$ cat config.mk
export PLATFORM = sky130hd
export DESIGN_NAME = stream_avg_accum
export DESIGN_NICKNAME = d
export VERILOG_FILES = /design/src/rtl/stream_avg_accum.sv
export SDC_FILE = /design/constraint.sdc
export NUM_CORES = 1
export LEC_CHECK = 0
export ABC_CLOCK_PERIOD_IN_PS = 4150
export CORE_MARGIN = 4
export CORE_UTILIZATION = 30
export CTS_CLUSTER_DIAMETER = 50
export DETAILED_ROUTE_END_ITERATION = 7
export GPL_ROUTABILITY_DRIVEN = 0
export PLACE_DENSITY = 0.58
export SETUP_SLACK_MARGIN = 0.1
export SLEW_MARGIN = 15
export SYNTH_ARGS = -nofsm -noshare
export SYNTH_HDL_FRONTEND = slang
export SYNTH_SLANG_ARGS = --single-unit
$ cat constraint.sdc
create_clock -name clk -period 4.15 [get_ports clk]
set_input_delay 1.245 -clock clk [delete_from_list [all_inputs] [get_ports clk]]
set_output_delay 1.245 -clock clk [all_outputs]
set_load 0.005 [all_outputs]
$ cat src/rtl/stream_avg_accum.sv
// -----------------------------------------------------------------------------
// stream_avg_accum
//
// Streaming window averager. Accepts one unsigned sample per valid/ready
// transfer and accumulates 2^WINDOW_LOG2 samples with a single adder. The
// transfer that completes a window shifts the full sum right by sa (sampled on
// that same transfer) and presents the low DATAWIDTH bits on a valid/ready
// output. The result is held until the consumer takes it; no samples are
// accepted while a result is pending.
//
// Optional feature (compile-time macro STREAM_AVG_ROUND_EN):
//   defined   - round half up: add 2^(sa-1) before the shift when
//               1 <= sa < ACCWIDTH, at ACCWIDTH+1 bits so the add cannot wrap.
//   undefined - plain truncating (floor) shift.
//
// Ports:
//   clk        rising-edge clock
//   rst        asynchronous active-high reset; discards partial window/result
//   in_data    unsigned sample
//   in_valid   sample present
//   in_ready   block accepts a sample this cycle (registered)
//   sa         right-shift amount applied to the window sum
//   out_data   averaged result (registered)
//   out_valid  result present (registered)
//   out_ready  consumer takes the result
//   win_count  samples accepted in the current window (registered)
// -----------------------------------------------------------------------------
module stream_avg_accum #(
    parameter int unsigned DATAWIDTH   = 16,
    parameter int unsigned WINDOW_LOG2 = 3,
    parameter int unsigned ACCWIDTH    = 32
) (
    input  logic                   clk,
    input  logic                   rst,
    input  logic [DATAWIDTH-1:0]   in_data,
    input  logic                   in_valid,
    output logic                   in_ready,
    input  logic [7:0]             sa,
    output logic [DATAWIDTH-1:0]   out_data,
    output logic                   out_valid,
    input  logic                   out_ready,
    output logic [WINDOW_LOG2-1:0] win_count
);

    // One spare bit so the rounding increment never wraps the sum.
    localparam int unsigned EXTW = ACCWIDTH + 1;

    typedef enum logic {
        ACCUM = 1'b0,
        HOLD  = 1'b1
    } state_t;

    state_t                 state;
    state_t                 state_nxt;
    logic [ACCWIDTH-1:0]    acc;
    logic [ACCWIDTH-1:0]    acc_nxt;
    logic [WINDOW_LOG2-1:0] win_count_nxt;
    logic [DATAWIDTH-1:0]   out_data_nxt;
    logic                   out_valid_nxt;
    logic                   in_ready_nxt;

    logic                   in_xfer_c;
    logic                   last_c;
    logic                   sa_oor_c;
    logic [ACCWIDTH-1:0]    sum_c;
    logic [EXTW-1:0]        sum_ext_c;
    logic [EXTW-1:0]        rounded_c;
    logic [EXTW-1:0]        shifted_c;
    logic [DATAWIDTH-1:0]   result_c;

    // Handshake and window-boundary decode.
    assign in_xfer_c = in_valid & in_ready;
    assign last_c    = (win_count == {WINDOW_LOG2{1'b1}});

    // Running sum including the sample being transferred this cycle.
    assign sum_c     = acc + ACCWIDTH'(in_data);
    assign sum_ext_c = EXTW'(sum_c);

    // Shift amounts at or beyond the accumulator width flush to zero.
    assign sa_oor_c  = (32'(sa) >= ACCWIDTH);

    // Optional round-half-up bias ahead of the shift.
    always_comb begin
        rounded_c = sum_ext_c;
`ifdef STREAM_AVG_ROUND_EN
        if ((sa != 8'd0) && !sa_oor_c) begin
            rounded_c = sum_ext_c + (EXTW'(1) << (sa - 8'd1));
        end
`endif
    end

    // Scale and truncate to the output width (low bits kept).
    always_comb begin
        shifted_c = '0;
        if (!sa_oor_c) begin
            shifted_c = rounded_c >> sa;
        end
        result_c = shifted_c[DATAWIDTH-1:0];
    end

    // State and datapath registers.
    always_ff @(posedge clk or posedge rst) begin
        if (rst) begin
            state     <= ACCUM;
            acc       <= '0;
            win_count <= '0;
            out_data  <= '0;
            out_valid <= 1'b0;
            in_ready  <= 1'b1;
        end else begin
            state     <= state_nxt;
            acc       <= acc_nxt;
            win_count <= win_count_nxt;
            out_data  <= out_data_nxt;
            out_valid <= out_valid_nxt;
            in_ready  <= in_ready_nxt;
        end
    end

    // Next-state and next-output logic.
    always_comb begin
        state_nxt     = state;
        acc_nxt       = acc;
        win_count_nxt = win_count;
        out_data_nxt  = out_data;
        out_valid_nxt = out_valid;
        in_ready_nxt  = in_ready;

        case (state)
            ACCUM: begin
                if (in_xfer_c) begin
                    if (last_c) begin
                        // Completing sample goes straight into the shifter.
                        out_data_nxt  = result_c;
                        acc_nxt       = '0;
                        win_count_nxt = '0;
                        out_valid_nxt = 1'b1;
                        in_ready_nxt  = 1'b0;
                        state_nxt     = HOLD;
                    end else begin
                        acc_nxt       = sum_c;
                        win_count_nxt = win_count + WINDOW_LOG2'(1);
                    end
                end
            end

            HOLD: begin
                // Result stays put until the consumer handshakes.
                if (out_valid && out_ready) begin
                    out_valid_nxt = 1'b0;
                    in_ready_nxt  = 1'b1;
                    state_nxt     = ACCUM;
                end
            end

            default: begin
                state_nxt     = ACCUM;
                acc_nxt       = '0;
                win_count_nxt = '0;
                out_valid_nxt = 1'b0;
                in_ready_nxt  = 1'b1;
            end
        endcase
    end

endmodule

### Word level (Yosys, flattened, before mapping)

Index checks and enable logic that the tools add are counted.

| word-level totals | value |
|---|---|
| register bits after elaboration | 54 |
| word-level logic and storage cells | 35 |

| operators by class | value |
|---|---|
| mux-type cells | 15 |
| order comparisons | 1 |
| eq/ne operators | 4 |
| add/sub/neg operators | 2 |
| shifts and indexed selects | 1 |
| reduce and logical (&&, ||, !) cells | 4 |
| bitwise gates (word level) | 2 |

Operators with widths:

| kind | number |
|---|---|
| $add 32x16->32 | 1 |
| $mux 32 | 1 |
| $shr 32x8->16 | 1 |
| $mux 16 | 1 |
| $mux 1 | 9 |
| $ge 8x6->1 const B | 1 |
| $pmux 1 s2 | 3 |
| $reduce_and 3->1 | 2 |
| $ne 2x2->1 const B | 2 |
| $add 3x1->3 const B | 1 |
| $eq 3x3->1 const B | 1 |
| $mux 3 | 1 |
| $ne 2x1->1 const B | 1 |
| $reduce_and 2->1 | 1 |
| $and 1x1->1 | 1 |
| $logic_and 1x1->1 | 1 |
| $not 1->1 | 1 |

### Longest topological paths before layout

| logic depth | value |
|---|---|
| depth after elaboration | 4 |
| depth in mapped cells | 12 |

### Worst setup path after synthesis

No wires, ideal clock.

| path | value |
|---|---|
| kind | in2reg |
| start | in in_data[0] |
| end | reg out_data[7] |
| arrival | 3728 ps |
| stages on the path | 12 |
| data required time | 4017 ps |
| path slack | 289 ps |
| library setup time | 133 ps |
| cell sequence | ha_1 -> inv_1 -> fa_1 -> nor2b_4 -> o31a_4 -> o21ai_4 -> a211oi_4 -> xor2_2 -> mux4_2 -> a2111oi_2 -> a311o_1 -> a21oi_1 |

| between the ends | value |
|---|---|
| word-level cells in the longest chain between the ends | 3 |

RTL lines:

| element | line | source |
|---|---|---|
| start, declared | 35 | `input logic [DATAWIDTH-1:0] in_data,` |
| $add 32x16->32 | 76 | `assign sum_c = acc + ACCWIDTH'(in_data);` |
| $shr 32x8->16 | 96 | `shifted_c = rounded_c >> sa;` |
| $mux 16 | 95 | `if (!sa_oor_c) begin` |
| end signal, assigned | 114 | `out_data <= out_data_nxt;` |
| end, declared | 39 | `output logic [DATAWIDTH-1:0] out_data,` |

Every way passes these cells.
A chain may end at the register's enable or synchronous reset.

### Worst setup path after layout

| path | value |
|---|---|
| start | in in_data[15] |
| end | reg out_data[0] |

Same word-level chain as after synthesis.

==> impl_metrics.ini <==
[status]
status = complete, no violations

[layout]
nets = 1162
drive_gt1_share_pct = 36.8
area_delta_synth_final_pct = 51.5
layout_commonest_cell = buf_4
final_cell_mix = buf_4 (248), nand2_1 (100), o21ai_0 (55)
antenna_cells = 0

[logic_synthesis]
synthesis.nets = 918
synth-simple-area-share_pct = 25.7
synthFlopType = dfrtp_1
yosysTopAreaCell = dfrtp_1
syn_inst = 871
async_flop_share_pct = 100
synth-compound-area-share_pct = 39.7
synth.top_cell.area_share_pct = 20.2
synth_cell_types = 101
synth_edf_count = 0
synth_area_um2 = 6570
synth.top_cells.by_area = dfrtp_1 (20%), nand2_1 (6.0%), o21ai_0 (4.6%)
synth_xor_area_share_pct = 1.16
synth_mux_area_share_pct = 3.64
synth.avg_cell_area_um2 = 7.54
synth_top_family_by_area = compound AO/OA/AOI/OAI gates
synth.yosys.seq_area_share_pct = 20.6
synth-seq-cells = 54
ys_warn_count = 0
synth-adder-area-share_pct = 3.73

[sta]
fmax_ghz = 0.249
tightest_slew_ps = 758
setup_viol = 0
fin_crit_sh_pct = 96.7
relSlewSlack_pct = 49.5
hold_viol_final = 0
skew_ps = 8.73
rsz0062_at_grt = yes
fin_setup_tns_ps = 0
period_minus_slack_ps = 4010
slew_violations = 0

[routing]
drc_errors = 0
wl_per_cell_um = 21.7
ant_nets = 0
vias = 8690
first_pass_iters = 6
routed_via_density = 6.25
initialDrtViolationCount = 1273
routed_wl_mm = 30.2

[clock_tree]
htree_levels = 2
path_clk_slew_ps = 80
cts_tree = done
cts_root_buffer = clkbuf_16
clkLatencyLatePin_ps = 320
postCtsHoldBufs = 0
clockBufferDepth = 2
numCtsBuffers = 5
cts.sinks = 54

[placement]
dp_hpwl_mm = 22.7
port_buffers = 48

[critical_path]
critPathKind = in2reg
cp-start-kind = input pin
path_max_fanout = 8
reg2reg_setup_slack_ps = 900
worst-r2r-cell-count = 13
worstReg2RegStart = acc[7]
cp-end-kind = register
startpoint = in_data[15]
crit_arrival_ps = 4190
crit-reg2reg-capture = out_data[2]
required_ps = 4330

[run]
maxCapViolations = 0

[global_routing]
grt.overflow.total = 0
grt_pass1_wl_mm = 46.6
grt_max_degree = 55
grt_pass1_vias = 8335
antenna_found_initial = 0
track_usage_pct = 24.1

[floorplan]
die_w_um = 156
coreArea_um2 = 21300
fp.dieH_um = 156
io_pins = 49
fp-row-count = 53
initial_utilization_pct = 30.9
die_area_um2 = 24300

[pwr]
p_seq_share_pct = 37.6
peakVddDrop_mv = 0.151
switchingPower_uw = 461
switching_share_pct = 32.9
powerDensity_nw_per_um2 = 141
power_leakage_nw = 3.98
p_clk_share_pct = 33.0
power_mw = 1.40
intPower_uw = 939
comb_power_share_pct = 29.5

[worst_hold_path]
worstHoldPathType = reg2reg
min_from = out_data[5]
whs_endpoint = out_data[5]
min_path_cells = 2
worst max-delay path, cell delays in order:
cell and delay [ps]:
clkdlybuf4s50_1 440, ha_4 330, nand4_1 240, a21bo_4 290, a21oi_1 60, a31o_2 220
or3_1 370, a221oi_2 260, nand2_1 210, o22ai_1 240, buf_4 160, a311oi_2 110
final cells by class:
cell class                      count  area (µm²)
Clock buffer                        7         143
Clock inverter                      1        5.00
Fill cell                        2015       11300
Inverter                           22        82.6
Multi-Input combinational cell    732        5620
Sequential cell                    54        1350
Tap cell                          275         344
Timing Repair Buffer              300        2410
worst max path at each step:
stage / end / slack, ps / cells after the start
floorplan: out_data[7] / 290 / 12
global placement: out_data[7] / -630 / 13
detailed placement: out_data[7] / -690 / 13
CTS: out_data[3] / 90 / 12
global route: out_data[1] / 60 / 17
finish: out_data[0] / 140 / 12
layer usage:
layer  share of wire, %  track usage [%]  wire length [µm]  vias up
li1                   -                -                 -     3926
met1                 41             31.8             12400     4145
met2                 45             37.6             13600      498
met3                8.8             5.02              2670      121
met4                5.3             11.4              1610        0
met5                  0                0                 0        -
sequential cells by signal, summed over array words and instances (netlist names):
| register | flops |
|---|---|
| acc | 32 |
| win_count | 3 |
| state | 1 |
| out_valid | 1 |
| out_data | 16 |
| in_ready | 1 |
Yosys cell counts (13+ instances only):
| library cell | n |
|---|---|
| a21oi_1 | 51 |
| a22oi_1 | 15 |
| a31oi_1 | 21 |
| buf_2 | 13 |
| clkbuf_1 | 43 |
| dfrtp_1 | 53 |
| ha_1 | 18 |
| inv_1 | 18 |
| nand2_1 | 105 |
| nand3_1 | 34 |
| nand4_1 | 30 |
| nor2_1 | 63 |
| nor3_1 | 35 |
| o211ai_1 | 21 |
| o21ai_0 | 60 |
| o31ai_1 | 15 |
power groups by stage:
stage               clock network, mW  registers [mW]  logic (mW)
floorplan                           0           0.536       0.196
global placement                    0           0.536       0.358
detailed placement                  0           0.536       0.358
CTS                             0.469           0.526       0.389
global route                    0.491           0.526       0.434
finish                          0.461           0.526       0.413
metrics by stage:
step | util [%] | cell area (µm²) | setup WS (ps) | hold slack [ps] | std cells
after floorplan | - | 6570 | 289 | 453 | 871
after global placement | 41.1 | 8760 | -627 | 468 | 1348
after detailed placement | 41.1 | 8760 | -689 | 478 | 1348
after CTS | 44.8 | 9550 | 94.8 | 492 | 1375
after global routing | 46.8 | 9960 | 61.9 | 508 | 1391
final | 46.8 | 9960 | 138 | 495 | 1391
repair_timing:
item / 4_1_cts / 5_1_grt
pin swaps: 41 / 33
cloned: 0 / 0
endpoints found under the setup margin: 16 / 16
hold endpoints to repair: 0 / 0
setup buffers: 19 / 16
resized for setup: 102 / 60
cell families (layout without fill, tap and decap cells):
kind of cell,after synthesis,count (layout)
flip-flops,54,54
buffers and inverters,85,330
AND/OR/NAND/NOR,337,337
adder cells (fa/ha/maj),19,19
XOR/XNOR,7,7
AO/OA/AOI/OAI,353,353
multiplexers,16,16
(Power assumes the default switching activity.)
